<file path="src/rtl/fft_out_reorder.sv">
// fft_out_reorder: receives the 16-point FFT core's results in bit-reversed
// order into a ping-pong buffer and streams each frame out in natural order,
// tagged with frequency index and a last-sample flag.
module fft_out_reorder #(
    parameter int WIDTH  = 16,
    parameter int LOG2N  = 4,
    parameter bit BITREV = 1
) (
    input  logic                    clk,
    input  logic                    reset,
    input  logic                    in_push,
    input  logic signed [WIDTH-1:0] in_real,
    input  logic signed [WIDTH-1:0] in_imag,
    output logic                    in_stall,
    output logic                    out_push_F,
    output logic signed [WIDTH-1:0] out_real_F,
    output logic signed [WIDTH-1:0] out_imag_F,
    output logic [LOG2N-1:0]        out_index_F,
    output logic                    out_last_F,
    input  logic                    out_stall
);

    localparam int N = 1 << LOG2N;
    localparam logic [LOG2N-1:0] LAST = {LOG2N{1'b1}};

    typedef enum logic {IDLE, STREAM} rd_state_t;

    // Two banks of N samples, bank selected by the address MSB.
    logic [2*WIDTH-1:0] mem [2*N];

    rd_state_t        state, state_nxt;
    logic             wr_bank, rd_bank;
    logic [LOG2N-1:0] wr_cnt, rd_cnt, wr_addr;
    logic [1:0]       full, full_nxt;
    logic             wr_acc, wr_done;
    logic             cur_ready, other_ready;
    logic             rd_issue, rd_done;

    function automatic logic [LOG2N-1:0] bitrev(input logic [LOG2N-1:0] k);
        logic [LOG2N-1:0] r;
        for (int i = 0; i < LOG2N; i++) r[i] = k[LOG2N-1-i];
        return r;
    endfunction

    // Stall depends only on registers: the bank about to be written is still unread.
    assign in_stall = full[wr_bank];
    assign wr_acc   = in_push && !in_stall;
    assign wr_done  = wr_acc && (wr_cnt == LAST);
    assign wr_addr  = BITREV ? bitrev(wr_cnt) : wr_cnt;

    // A bank counts as ready in the same cycle its final sample is written, so
    // the first output appears two cycles after the frame completes.
    assign cur_ready   = full[rd_bank] || (wr_done && (wr_bank == rd_bank));
    assign other_ready = full[~rd_bank] || (wr_done && (wr_bank != rd_bank));

    // Read FSM next state, issue strobe and full-flag updates.
    always_comb begin
        state_nxt = state;
        rd_issue  = 1'b0;
        rd_done   = 1'b0;
        full_nxt  = full;
        case (state)
            IDLE: begin
                if (cur_ready) state_nxt = STREAM;
            end
            STREAM: begin
                if (!out_stall) begin
                    rd_issue = 1'b1;
                    if (rd_cnt == LAST) begin
                        rd_done = 1'b1;
                        if (!other_ready) state_nxt = IDLE;
                    end
                end
            end
            default: state_nxt = IDLE;
        endcase
        // Read clears and write sets always address different banks.
        if (rd_done) full_nxt[rd_bank] = 1'b0;
        if (wr_done) full_nxt[wr_bank] = 1'b1;
    end

    // Control registers: FSM state, bank pointers, counters and full flags.
    always_ff @(posedge clk) begin
        if (!reset) begin
            state   <= IDLE;
            wr_bank <= 1'b0;
            rd_bank <= 1'b0;
            wr_cnt  <= '0;
            rd_cnt  <= '0;
            full    <= '0;
        end else begin
            state <= state_nxt;
            full  <= full_nxt;
            if (wr_acc) begin
                wr_cnt <= wr_cnt + 1'b1;
                if (wr_done) wr_bank <= ~wr_bank;
            end
            if (rd_issue) rd_cnt <= rd_cnt + 1'b1;
            if (rd_done) rd_bank <= ~rd_bank;
        end
    end

    // Sample storage; contents survive reset because the full flags gate their use.
    always_ff @(posedge clk) begin
        if (wr_acc) mem[{wr_bank, wr_addr}] <= {in_real, in_imag};
    end

    // Output registers; data and index hold while backpressure suppresses a push.
    always_ff @(posedge clk) begin
        if (!reset) begin
            out_push_F  <= 1'b0;
            out_last_F  <= 1'b0;
            out_real_F  <= '0;
            out_imag_F  <= '0;
            out_index_F <= '0;
        end else begin
            out_push_F <= rd_issue;
            out_last_F <= rd_issue && (rd_cnt == LAST);
            if (rd_issue) begin
                {out_real_F, out_imag_F} <= mem[{rd_bank, rd_cnt}];
                out_index_F              <= rd_cnt;
            end
        end
    end

endmodule
</file>
<file path="config.mk">
export PLATFORM = sky130hd
export DESIGN_NAME = fft_out_reorder
export DESIGN_NICKNAME = d
export VERILOG_FILES = /design/src/rtl/fft_out_reorder.sv
export SDC_FILE = /design/constraint.sdc
export NUM_CORES = 1
export LEC_CHECK = 0
export BUFFER_PORTS_ARGS = -buffer_cell sky130_fd_sc_hd__clkbuf_2
export CORE_UTILIZATION = 40
export DETAILED_ROUTE_END_ITERATION = 8
export HOLD_SLACK_MARGIN = 0.08
export SYNTH_ARGS = -nofsm -noshare
export SYNTH_HDL_FRONTEND = slang
export SYNTH_SLANG_ARGS = --single-unit
export TNS_END_PERCENT = 10
</file>
<file path="constraint.sdc">
create_clock -name clk -period 4.4 [get_ports clk]
set_clock_uncertainty 0.2 [all_clocks]
set_input_delay 0.66 -clock clk [delete_from_list [all_inputs] [get_ports clk]]
set_output_delay 0.66 -clock clk [all_outputs]
set_load 0.005 [all_outputs]
</file>
# [Word-level counts from Yosys, hierarchy flattened]
# Memories as Yosys holds them, arrays and structs flattened. A register that Yosys moved wholly into a read port is not among the register bits.
# Cells that the tools add are included.
[word_totals] input_bits=36 ramBits=1024 out_inout_bits=39 mem_bits_ro=0 mem_count=1 latchBits=0 ff_bits=19 word_cells=63
[classes] n_div=0 bitwise_logic=6 shift=0 n_mux=24 reduce_logical=12 add_sub_neg=2 eq_ne=4 order_cmp=5 n_mul=0
[mem_list] memory="mem" depth=32 word_bits=32 rd=1 rd_clocked_by_memory_dff=1 write_ports=1 line="29" text="logic [2*WIDTH-1:0] mem [2*N];"
[op_table] operator="$mux 1" n=19
[op_table] operator="$add 4x1->4 const B" n=2
[op_table] operator="$eq 4x4->1 const B" n=2
[op_table] operator="$logic_and 1x1->1" n=7
[op_table] operator="$lt 1x2->1 const B" n=3
[op_table] operator="$mux 2" n=2
[op_table] operator="$not 1->1" n=3
[op_table] operator="$and 2x2->2" n=1
[op_table] operator="$demux 1 s1" n=2
[op_table] operator="$ge 1x1->1 const B" n=2
[op_table] operator="$logic_not 1->1" n=2
[op_table] operator="$logic_or 1x1->1" n=2
[op_table] operator="$not 2->2" n=1
[op_table] operator="$or 2x2->2" n=1
[op_table] operator="$pmux 1 s2" n=1
[op_table] operator="$reduce_and 2->1" n=1
[op_table] operator="$eq 1x1->1" n=1
[op_table] operator="$ne 1x1->1" n=1

# [Longest topological paths before layout]
[depth] word_depth=11 depth_mapped=10 ltp_nobuf=6

# [Least setup slack after synthesis]
# OpenSTA, ideal clock, no wires.
[synth_timing] kind="register to register" startpoint="register wr_bank" endpoint="memory mem[12][0] in the netlist's numbering (enable)" setup_ns=0.421 required_time_ns=3.779 path_stages_with_launch=6 path_slack_ns=1.089 arrival_time_ns=2.690 synth_period_minus_slack_ns=3.311 path_buffers=1 path_cell_list="dfxtp_1 > mux2i_1 > nand2_1 > or3_1 > clkbuf_1 > nor2_1"
[synth_between] elab_chain_cells=6
[synth_rtl] element="from (decl)" line="32" text="logic wr_bank, rd_bank;"
[synth_rtl] element="from (signal assigned)" line="96" text="if (wr_done) wr_bank <= ~wr_bank;"
[synth_rtl] element="$mux 1 (not written as such) (2 in a row)" line="46" text="assign in_stall = full[wr_bank];"
[synth_rtl] element="$logic_not 1->1" line="47" text="assign wr_acc = in_push && !in_stall;"
[synth_rtl] element="$logic_and 1x1->1" line="47"
[synth_rtl] element="$mux 1" line="105" text="if (wr_acc) mem[{wr_bank, wr_addr}] <= {in_real, in_imag};"
[synth_rtl] element="$mux 1 (not written as such)" line="105"
[synth_rtl] element="to (decl)" line="29"
# Parallel ways exist; a longest one is shown, timed or not. The select of a mux whose other input is x is not followed.

# [Worst setup path after layout]
[layout_timing] startpoint="register wr_bank" endpoint="memory mem[10][7] in the netlist's numbering (enable)"
# Same word-level chain as after synthesis.

==> results.py <==
metrics = {
    "worst_setup_path": {
        "crit_path_max_fanout": 19,
        "worstPathArrival_ns": 3.44,
        "required_ns": 4.53,
        "start_kind": "flip-flop",
        "slowest_delay_ns": 0.67,
        "critical_path_class": "flip-flop to flip-flop",
        "rr_endpoint": "mem[10][7]",
        "crit_family": "simple AND/OR/NAND/NOR gates",
        "regToRegStartpoint": "wr_bank",
        "worst_setup_path_end_kind": "flip-flop",
        "worstSetupPathDepth": 5,
        "cp_cell_sequence": "mux2i_1 > and2_1 > nand3b_1 > nor2_4 > buf_4",
        "rrSetupSlack_ns": 1.09,
        "cp.buffers_inverters": 1,
        "ff2ff_path_depth": 5,
        "cpMaxStageDelayCell": "nor2_4",
    },
    "global_routing": {
        "grt_pass1_wl_mm": 141,
        "grt_max_degree": 66,
        "gr-total-overflow": 0,
        "grt_pass1_vias": 19939,
        "antenna_found_initial": 3,
        "grt_usage": 0.190,
    },
    "drt": {
        "met1_length_mm": 40.7,
        "dr_wl_met2_mm": 46.1,
        "vias_per_cell": 5.62,
        "first_pass_iters": 5,
        "routedWlPerCell_um": 27.7,
        "first_iter_violations": 2051,
        "drc": 0,
        "vias": 19546,
        "finalWirelength_mm": 96.4,
        "routed.top_layer": "met5",
        "wl_met3_mm": 7.51,
        "final_antenna_net_count": 0,
    },
    "die": {
        "core_area_mm2": 0.100,
        "dieArea_mm2": 0.103,
        "start_util": 0.405,
        "num_rows": 116,
        "fp.dieH_um": 321,
        "die_x_um": 321,
        "ios": 75,
    },
    "placement": {
        "post-dp-hpwl_mm": 57.6,
        "io_buffers": 74,
        "place_ws_ns": 1.06,
        "placed_cells": 3283,
        "gp_congestion": 0.809,
    },
    "synth": {
        "synth_area_mm2": 0.0406,
        "synthArstFlopShare": 0,
        "synth.avg_cell_area_um2": 21.5,
        "synth_edf_count": 1024,
        "yosys_warnings": 0,
        "synthesis.nets": 1925,
        "ys_seq_area_frac": 0.782,
        "ys_types": 37,
        "postSynthCellCount": 1887,
        "synth_seq_cells": 1075,
        "synth_ff_type": "edfxtp_1",
    },
    "timing": {
        "period_share": 0.752,
        "worst_pin_slew_ns": 1.15,
        "fin_crit_ns": 3.31,
        "fin_ws_ns": 1.09,
        "rsz0062_at_grt": "false",
        "fmax_mhz": 302,
        "slew_violations": 0,
        "setup_viol_count_final": 0,
        "hold_viol": 0,
        "slew_headroom": 0.231,
        "fin_tns_setup_ns": 0,
    },
    "clock_tree": {
        "ctsResizeCount": 0,
        "clock-root-buffer": "clkbuf_16",
        "htreeDepth": 3,
        "clkLatencyLatePin_ns": 0.68,
        "cts_made_buffers": 105,
        "clockBufferDepth": 3,
        "hold_buffers": 0,
        "postCtsSetupBuffers": 0,
        "cts.sinks": 1075,
        "path_clk_slew_ns": 0.06,
        "tritoncts": "built",
    },
    "power_and_ir_drop": {
        "leakage_nw": 14.2,
        "power_switching_mw": 4.10,
        "swShare": 0.198,
        "ir_worst_vdd_v": 0.000290,
        "combPwrFrac": 0.018,
        "p_int_mw": 16.6,
        "p_clk_frac": 0.436,
        "seq_power_share": 0.545,
        "power.density_mw_per_mm2": 442,
    },
    "cells_and_area": {
        "final_common_cell": "edfxtp_1",
        "areaGrowthSynthToFinish_pct": 15.1,
        "layout_common_cells": "1024 x edfxtp_1, 193 x mux4_2, 128 x mux2i_1",
        "final_cells": 3479,
        "antenna_cells": 0,
        "drive_gt1_frac": 0.267,
        "layout.nets": 2071,
    },
    "worst_hold_path": {
        "hold_depth": 4,
        "min_from": "out_stall",
        "whs_endpoint": "rd_cnt[1]",
        "hold_path_class": "input port to flip-flop",
    },
    "run": {
        "cap_violations": 0,
    },
    "run_status": {
        "outcome": "finished, final reports clean",
    },
}
-- metal layers --
layer  vias up  track usage
met3       121       0.0436
li1       8290            -
met5         -            0
met2       729        0.299
met1     10402        0.265
met4         4       0.0537
-- cell type report --
type / count / area, µm²
flip-flops and latches: 1075 / 31800
well taps: 1357 / 1700
multi-input cells: 691 / 8500
repair buffers: 154 / 1230
inverters: 6 / 22.5
fillers: 8153 / 53500
clock inverters: 64 / 679
clock buffers: 132 / 2830
-- cells by family (layout without fill, tap and decap cells) --
| kind of cell | count (synthesis) | in the layout | share of synthesized area |
|---|---|---|---|
| muxes | 321 | 321 | 0.139 |
| AOI/OAI and AO/OA | 271 | 271 | 0.0517 |
| adders and majority gates | 2 | 2 | 0.000616 |
| DFF | 1075 | 1075 | 0.782 |
| and+or+nand+nor | 91 | 91 | 0.0103 |
| xor gates and xnor gates | 6 | 6 | 0.00129 |
| buffers and inverters | 121 | 356 | 0.0152 |
-- power groups by stage --
stage / Sequential, mW / Combinational, mW / Clock [mW]
floorplan: 11.5 / 0.132 / 0
global placement: 11.5 / 0.372 / 0
detailed placement: 11.5 / 0.388 / 0
CTS: 11.3 / 0.388 / 9.18
global route: 11.3 / 0.412 / 9.58
finish: 11.3 / 0.381 / 9.02
-- metrics by stage --
| step | utilization | power (mW) | cell area [µm²] | hold WS (ns) |
|---|---|---|---|---|
| final | 0.466 | 20.7 | 46800 | 0.244 |
| after global routing | 0.466 | 21.3 | 46800 | 0.271 |
| after CTS | 0.466 | 20.8 | 46800 | 0.192 |
| after detailed placement | 0.431 | 11.9 | 43200 | 0.266 |
| after global placement | 0.431 | 11.9 | 43200 | 0.264 |
| after floorplan | - | 11.6 | 40600 | 0.260 |
-- worst max path at each step --
stage          startpoint         end  slack, ns
6_report          wr_bank  mem[10][7]       1.09
5_1_grt           wr_bank  mem[10][7]       0.87
4_1_cts           wr_bank  mem[10][7]       1.10
3_5_place_dp      in_push  mem[10][1]       1.06
3_3_place_gp      in_push  mem[10][3]       1.08
2_1_floorplan     wr_bank  mem[12][0]       1.09
-- flip-flops by register name, indices dropped and copies added, names as in the netlist --
register / flops
out_real_F: 16
state: 1
out_last_F: 1
out_index_F: 4
mem: 1024
out_imag_F: 16
wr_bank: 1
rd_bank: 1
wr_cnt: 4
full: 2
out_push_F: 1
rd_cnt: 4
-- worst reg2reg max path, cell delays in order (launching register included) --
cell and delay [ns]:
dfxtp_1 0.44, mux2i_1 0.37, and2_1 0.25, nand3b_1 0.62, nor2_4 0.67, buf_4 0.41
-- synthesized netlist by cell type, types with 2 or more instances --
library cell / number / area share
xnor2_1: 6 / 0.0013
nor2_1: 40 / 0.0037
nand4_1: 3 / 0.00046
a2111oi_2: 14 / 0.0052
buf_6: 11 / 0.0031
mux4_2: 193 / 0.11
clkbuf_1: 64 / 0.0059
a21oi_1: 64 / 0.0079
ha_1: 2 / 0.00062
a22oi_1: 32 / 0.0059
edfxtp_1: 1024 / 0.76
o21ai_0: 3 / 0.00037
nor2b_1: 4 / 0.00062
dfxtp_1: 51 / 0.025
nand3b_1: 3 / 0.00055
o21a_1: 2 / 0.00037
or3_1: 5 / 0.00077
nand2_1: 19 / 0.0018
o221ai_1: 32 / 0.0069
a2111oi_1: 18 / 0.0044
buf_1: 5 / 0.00046
buf_2: 19 / 0.0023
nand3_1: 5 / 0.00062
buf_4: 15 / 0.0028
inv_1: 6 / 0.00055
and2_1: 10 / 0.0015
mux2i_1: 128 / 0.032
a22o_1: 62 / 0.013
o22ai_1: 31 / 0.0048
a21boi_0: 9 / 0.0017
Power figures use the tool's default switching activity.
